### src/rtl/stage_accumulator.sv
// Cascade stage accumulator: sums per-feature haar values for one
// stage, then compares the saturated sum against the stage threshold.
//
// Ports:
//   clk, reset            rising-edge clock, synchronous active-high reset
//   i_start               begin a stage (taken only while idle)
//   i_abort               drop the current stage, no result produced
//   i_num_features        feature count of the stage, latched on start
//   i_stage_threshold     unsigned pass threshold, latched on start
//   i_haarvalue_valid     i_haarvalue carries one feature result
//   i_haarvalue           unsigned feature result
//   o_ready               idle, a start will be taken
//   o_done                one-cycle pulse, o_pass/o_sum are valid
//   o_pass                stage verdict, held until the next start
//   o_sum                 saturated stage sum
//   o_feature_count       values accepted in the current stage
module stage_accumulator #(
   parameter int DATA_WIDTH = 8,
   parameter int SUM_WIDTH  = 16,
   parameter int CNT_WIDTH  = 8
) (
   input  logic                  clk,
   input  logic                  reset,
   input  logic                  i_start,
   input  logic                  i_abort,
   input  logic [CNT_WIDTH-1:0]  i_num_features,
   input  logic [SUM_WIDTH-1:0]  i_stage_threshold,
   input  logic                  i_haarvalue_valid,
   input  logic [DATA_WIDTH-1:0] i_haarvalue,
   output logic                  o_ready,
   output logic                  o_done,
   output logic                  o_pass,
   output logic [SUM_WIDTH-1:0]  o_sum,
   output logic [CNT_WIDTH-1:0]  o_feature_count
);

   localparam int SW1 = SUM_WIDTH + 1;

   typedef enum logic [1:0] {
      IDLE,
      ACCUM,
      COMPARE,
      DONE
   } state_t;

   state_t               state_q, state_d;
   logic [SUM_WIDTH-1:0] sum_q, sum_d;
   logic [SUM_WIDTH-1:0] thr_q, thr_d;
   logic [CNT_WIDTH-1:0] cnt_q, cnt_d;
   logic [CNT_WIDTH-1:0] num_q, num_d;
   logic                 pass_q, pass_d;
   logic                 done_q, done_d;

   // One extra bit catches the carry used for saturation.
   logic [SUM_WIDTH:0]   add_w;
   logic [CNT_WIDTH-1:0] cnt_inc;

   assign add_w   = {1'b0, sum_q} + SW1'(i_haarvalue);
   assign cnt_inc = cnt_q + CNT_WIDTH'(1);

   always_comb begin
      state_d = state_q;
      sum_d   = sum_q;
      thr_d   = thr_q;
      cnt_d   = cnt_q;
      num_d   = num_q;
      pass_d  = pass_q;
      done_d  = 1'b0;

      unique case (state_q)
         IDLE: begin
            if (i_start) begin
               num_d   = i_num_features;
               thr_d   = i_stage_threshold;
               sum_d   = '0;
               cnt_d   = '0;
               pass_d  = 1'b0;
               state_d = (i_num_features == '0) ? COMPARE : ACCUM;
            end
         end
         ACCUM: begin
            if (i_haarvalue_valid) begin
               sum_d = add_w[SUM_WIDTH] ? '1 : add_w[SUM_WIDTH-1:0];
               cnt_d = cnt_inc;
               if (cnt_inc == num_q) begin
                  state_d = COMPARE;
               end
            end
         end
         COMPARE: begin
            pass_d  = (sum_q >= thr_q);
            state_d = DONE;
         end
         DONE: begin
            done_d  = 1'b1;
            state_d = IDLE;
         end
      endcase

      // Abort overrides everything decided above, including a start.
      if (i_abort) begin
         state_d = IDLE;
         sum_d   = '0;
         cnt_d   = '0;
         num_d   = num_q;
         thr_d   = thr_q;
         pass_d  = pass_q;
         done_d  = 1'b0;
      end
   end

   always_ff @(posedge clk) begin
      if (reset) begin
         state_q <= IDLE;
         sum_q   <= '0;
         thr_q   <= '0;
         cnt_q   <= '0;
         num_q   <= '0;
         pass_q  <= 1'b0;
         done_q  <= 1'b0;
      end else begin
         state_q <= state_d;
         sum_q   <= sum_d;
         thr_q   <= thr_d;
         cnt_q   <= cnt_d;
         num_q   <= num_d;
         pass_q  <= pass_d;
         done_q  <= done_d;
      end
   end

   assign o_ready         = (state_q == IDLE);
   assign o_done          = done_q;
   assign o_pass          = pass_q;
   assign o_sum           = sum_q;
   assign o_feature_count = cnt_q;

endmodule

### config.mk
export PLATFORM = sky130hd
export DESIGN_NAME = stage_accumulator
export DESIGN_NICKNAME = d
export VERILOG_FILES = /design/src/rtl/stage_accumulator.sv
export SDC_FILE = /design/constraint.sdc
export NUM_CORES = 1
export LEC_CHECK = 0
export BUFFER_PORTS_ARGS = -buffer_cell sky130_fd_sc_hd__buf_2
export CORE_MARGIN = 3
export CORE_UTILIZATION = 56
export DETAILED_ROUTE_END_ITERATION = 8
export PLACE_DENSITY = 0.81
export SYNTH_ARGS = -nofsm -noshare
export SYNTH_HDL_FRONTEND = slang
export SYNTH_SLANG_ARGS = --single-unit
### constraint.sdc
create_clock -name clk -period 2.59 [get_ports clk]
set_input_delay 0.1295 -clock clk [delete_from_list [all_inputs] [get_ports clk]]
set_output_delay 0.1295 -clock clk [all_outputs]
set_load 0.1 [all_outputs]
## After elaboration in Yosys (flattened, before gate mapping)

Cells that the tools add are included.

- Logic and storage cells: 42
- Bits in registers: 52
- Output and inout bits: 27
- Input port bits: 37

- Equal/unequal tests: 7
- Bitwise gates (word level): 1
- Reduce and logical (&&, ||, !) cells: 9
- $add $sub $neg: 2
- Order comparisons: 1
- Multiplexer cells: 15

Operator list:

| kind | number |
|---|---|
| 16-bit two-way mux | 3 |
| 16-bit one-hot mux with 2 select lines | 1 |
| 16-bit by 8-bit adder with 17-bit output | 1 |
| 16-bit >= comparator | 1 |
| 8-bit two-way mux | 2 |
| 8-bit one-hot mux with 2 select lines | 1 |
| 3-bit AND reduction | 4 |
| 8-bit by 1-bit adder with 8-bit output (second input constant) | 1 |
| 8-bit == test | 1 |
| 8-bit zero test | 1 |
| 2-bit two-way mux | 4 |
| 2-bit one-hot mux with 4 select lines | 1 |
| 2-bit inequality test (second input constant) | 3 |
| 2-bit == test (second input constant) | 2 |
| 2-bit nonzero test | 2 |
| 2-bit by 1-bit == test with 1-bit output (second input constant) | 1 |
| 2-bit zero test | 1 |
| 1-bit two-way mux | 2 |
| 1-bit one-hot mux with 2 select lines | 1 |
| 2-bit OR reduction | 1 |
| 1-bit inverter | 1 |

## Longest topological paths before layout

- Depth after elaboration: 5
- Gate-level depth with buffers: 9
- Depth with buffers taken out: 8

## Worst setup path after synthesis

Ideal clock, no wire load.

- Path kind: flip-flop to flip-flop
- From: reg sum_q[0] (netlist: o_sum[0])
- To: reg sum_q[9] (netlist: o_sum[9])
- Setup slack: -0.374 ns
- Data required time: 2.471 ns
- Path buffers: 1
- Setup time: 0.119 ns
- Clock period less this slack: 2.964 ns
- Arrival time: 2.845 ns
- Cell stages (with the launch flop): 10
- Cells stage by stage: dfxtp_1 > ha_1 > fa_1 > a211o_1 > a21oi_1 > o21ai_1 > nor2b_1 > clkbuf_1 > o21bai_1 > a22o_1

- Word-level cells in the longest chain between the ends: 4

Ends and longest elaborated chain:

| item | RTL line | text |
|---|---|---|
| start: declaration | 47 | `logic [SUM_WIDTH-1:0] sum_q, sum_d;` |
| start signal: assignment | 123 | `sum_q <= sum_d;` |
| 16-bit by 8-bit adder with 17-bit output | 58 | `assign add_w = {1'b0, sum_q} + SW1'(i_haarvalue);` |
| 16-bit two-way mux | 83 | `sum_d = add_w[SUM_WIDTH] ? '1 : add_w[SUM_WIDTH-1:0];` |
| 16-bit two-way mux | 82 | `if (i_haarvalue_valid) begin` |
| 16-bit one-hot mux with 2 select lines | 70 | `unique case (state_q)` |

No other way between the ends. The select of a mux whose other input is x is not followed.
A chain may end at the register's enable or synchronous reset.

## Worst setup path after layout

Ends and elaborated chain as after synthesis.

==> run summary <==
Compound-Gate Fraction of Synth Area -> 23.16%
Commonest non-fill, non-tap cell in the layout -> nand2_1
Yosys top cell area share -> 31.90%
Die area -> 6779 sq um
Crit end category -> flip-flop
Pwr per Cell Area -> 427.8 nW/um^2
Die Ht -> 82.34 um
Skew-Pair Late Insertion Delay -> 0.31 ns
Post-Syn Instances -> 419
Post-CTS setup buffer count -> 0
CTS clk-pin slew, worst paths -> 0.10 ns
Routed WL -> 7501 um
Post-Synthesis Net Count -> 486
Final period utilization -> 95.12%
Type of origin of the critical path -> flip-flop
Initial core utilization -> 58.54%
Die Span X -> 82.34 um
Antenna cells -> 0
Row cnt -> 27
Post-route minimum period -> 2.464 ns
Avg Vias per Cell -> 5.615
Synth Flop Type -> dfxtp_1
Top Ports -> 64
Final Skew -> 0.008527 ns
Post-synth EDFFs -> 0
Initial antenna violation count -> 0
Drt pass-1 iters -> 4
YS warnings -> 0
Drt drc -> 0
Gp weighted congestion -> 0.8684
DP Wirelength -> 5626 um
Required @ worst endpoint -> 2.79 ns
Comb power frac -> 18.0%
Asr flop ratio synth -> 0%
Clock power frac -> 28.9%
Top cells by area, synth -> dfxtp_1, ha_1, a21oi_1, nand2_1, a21o_1
Global Route Usage Sum -> 22.64%
Crit path kind -> flip-flop to flip-flop
Placement Setup Slack -> 0.1290 ns
Number of distinct library cells after synthesis -> 54
Final hold vios -> 0
Clk Tree Root Cell -> clkbuf_8
Flop pwr share -> 53.1%
Static Leak -> 1.632 nW
Post-layout nets -> 539
Critical path arrival -> 2.67 ns
Max-slew violation count -> 0
Synth Cell Area -> 3263 sq um
First-pass GRT wire length -> 12170 um
Synth Register Bits -> 52
Num CTS Buffers -> 5
Worst setup margin -> 0.1263 ns
Post-Synth Adder-Cell Area -> 11.73%
Int Pwr -> 0.001120 W
Core area -> 5574 sq um
Relative slew margins -> 56.29%
Mux share of post-synthesis cell area -> 0.6135%
Port Buffers -> 63
Worst-path maximum fanout -> 10
Sequential element share of the synthesized area -> 31.90%
Longest Clk Path Bufs -> 2
Sw power -> 0.0004595 W
Post-synthesis xor/xnor area fraction -> 3.796%
Max-Cap Viols -> 0
Vias in the first global route -> 2681
Achievable frequency -> 0.4059 GHz
Syn_area_per_cell -> 7.788 sq um
Fraction of layout cells with a size suffix above 1 -> 20.72%
Antenna violation net count after detailed routing -> 0
Pin count of the biggest net entering global routing -> 28
Routed vias -> 3060
H-tree depth -> 2
Dominant cell type by area after synthesis -> dfxtp_1
CTS resizes -> 0
Worst Max-Slew Pin Slew -> 0.6488 ns
Post-synthesis simple-gate area fraction -> 22.55%
Post-CTS Hold Fix Bufs -> 0
Area delta synth->final -> 13.15%
Commonest cells after routing, fill and taps aside -> nand2_1, buf_2, a21oi_1
Final setup vio count -> 0
CTS tree -> done
Max rail drop VDD -> 0.2190 mV
Status -> finished clean
Gr ovfl total -> 0
Switching share of total power -> 29.09%
Wire length per cell -> 13.76 um
Sink Count -> 52
Largest family of logic cells by synthesized area -> compound AO/OA/AOI/OAI gates
Initial drt markers -> 165
Hold Path Class -> primary input to flip-flop
TNS Setup -> 0 ns
==> flip-flops by register name, summed over array words and instances (netlist names) <==
| name | count |
|---|---|
| o_done | 1 |
| o_sum | 16 |
| state_q | 2 |
| thr_q | 16 |
| o_feature_count | 8 |
| o_pass | 1 |
| num_q | 8 |
==> Yosys cell counts, types with 5 or more instances <==
cell      instances
and3_1            5
nor2_1           24
nand2b_1          5
ha_1             29
nor3_1            8
nand3_1          16
nand2_1          68
xnor2_1           8
o21ai_0          19
clkbuf_1         16
inv_1            21
a211oi_1          6
a21o_1           13
and2_1            5
dfxtp_1          52
a21oi_1          56
==> power by group through the flow <==
stage / sequential (W) / combinational, W / clock, W
final: 0.000840 / 0.000284 / 0.000457
after global routing: 0.000843 / 0.000318 / 0.000499
after CTS: 0.000839 / 0.000284 / 0.000465
after detailed placement: 0.000858 / 0.000282 / 0
after global placement: 0.000857 / 0.000275 / 0
after floorplan: 0.000864 / 0.000196 / 0
==> metrics by stage <==
step	cells	utilization, %	power [W]	area [sq um]	hold slack [ns]
3_3_place_gp	537	64.71	0.001132	3607	0.3706
2_1_floorplan	419	-	0.001061	3282	0.2655
5_1_grt	545	66.24	0.001660	3692	0.04643
3_5_place_dp	537	64.71	0.001140	3607	0.3794
6_report	545	66.24	0.001580	3692	0.05166
4_1_cts	545	66.17	0.001589	3689	0.05074
==> layer usage <==
metal  share of wire, %  GRT usage (%)  up-vias
met1                 48          30.02     1409
met4               0.99          6.645        0
met2                 46          37.18       70
met3                5.1          4.338        5
met5                  0              0        -
li1                   -              -     1576
==> logic make-up (layout without fill, tap and decap cells) <==
logic type,Yosys count,after routing
and+or+nand+nor,155,155
AOI/OAI and AO/OA,124,124
buffers and inverters,44,98
adders and majority gates,30,30
muxes,2,2
xor gates and xnor gates,12,12
DFF,52,52
==> critical path, stage by stage (launching register included) <==
cell and delay [ns]:
dfxtp_4 0.37, ha_1 0.22, fa_1 0.42, a211o_1 0.35
a21oi_2 0.21, o21ai_1 0.12, nor2b_1 0.24, o21bai_1 0.19
a22o_1 0.23
==> cell type report <==
class                   instances  area [sq um]
repair buffers                 69         360.3
inverters                      21         78.83
fillers                       505          1882
clock buffers                   7         76.32
clock inverters                 1         5.005
well taps                      72         90.09
flip-flops and latches         52          1057
multi-input cells             323          2024
==> worst paths after layout <==
| check | from | end | slack (ns) | depth (start not counted) |
|---|---|---|---|---|
| hold / removal | i_stage_threshold[7] | thr_q[7]$_SDFFE_PP0P_ | 0.05 | 3 |
| setup / recovery | o_sum[0]$_SDFFE_PP0P_ | o_sum[9]$_SDFFE_PP0P_ | 0.13 | 8 |
| setup reg to reg | o_sum[0]$_SDFFE_PP0P_ | o_sum[9]$_SDFFE_PP0P_ | 0.13 | 8 |
| hold reg to reg | thr_q[12]$_SDFFE_PP0P_ | thr_q[12]$_SDFFE_PP0P_ | 0.46 | 2 |
Power figures use the tool's default switching activity.
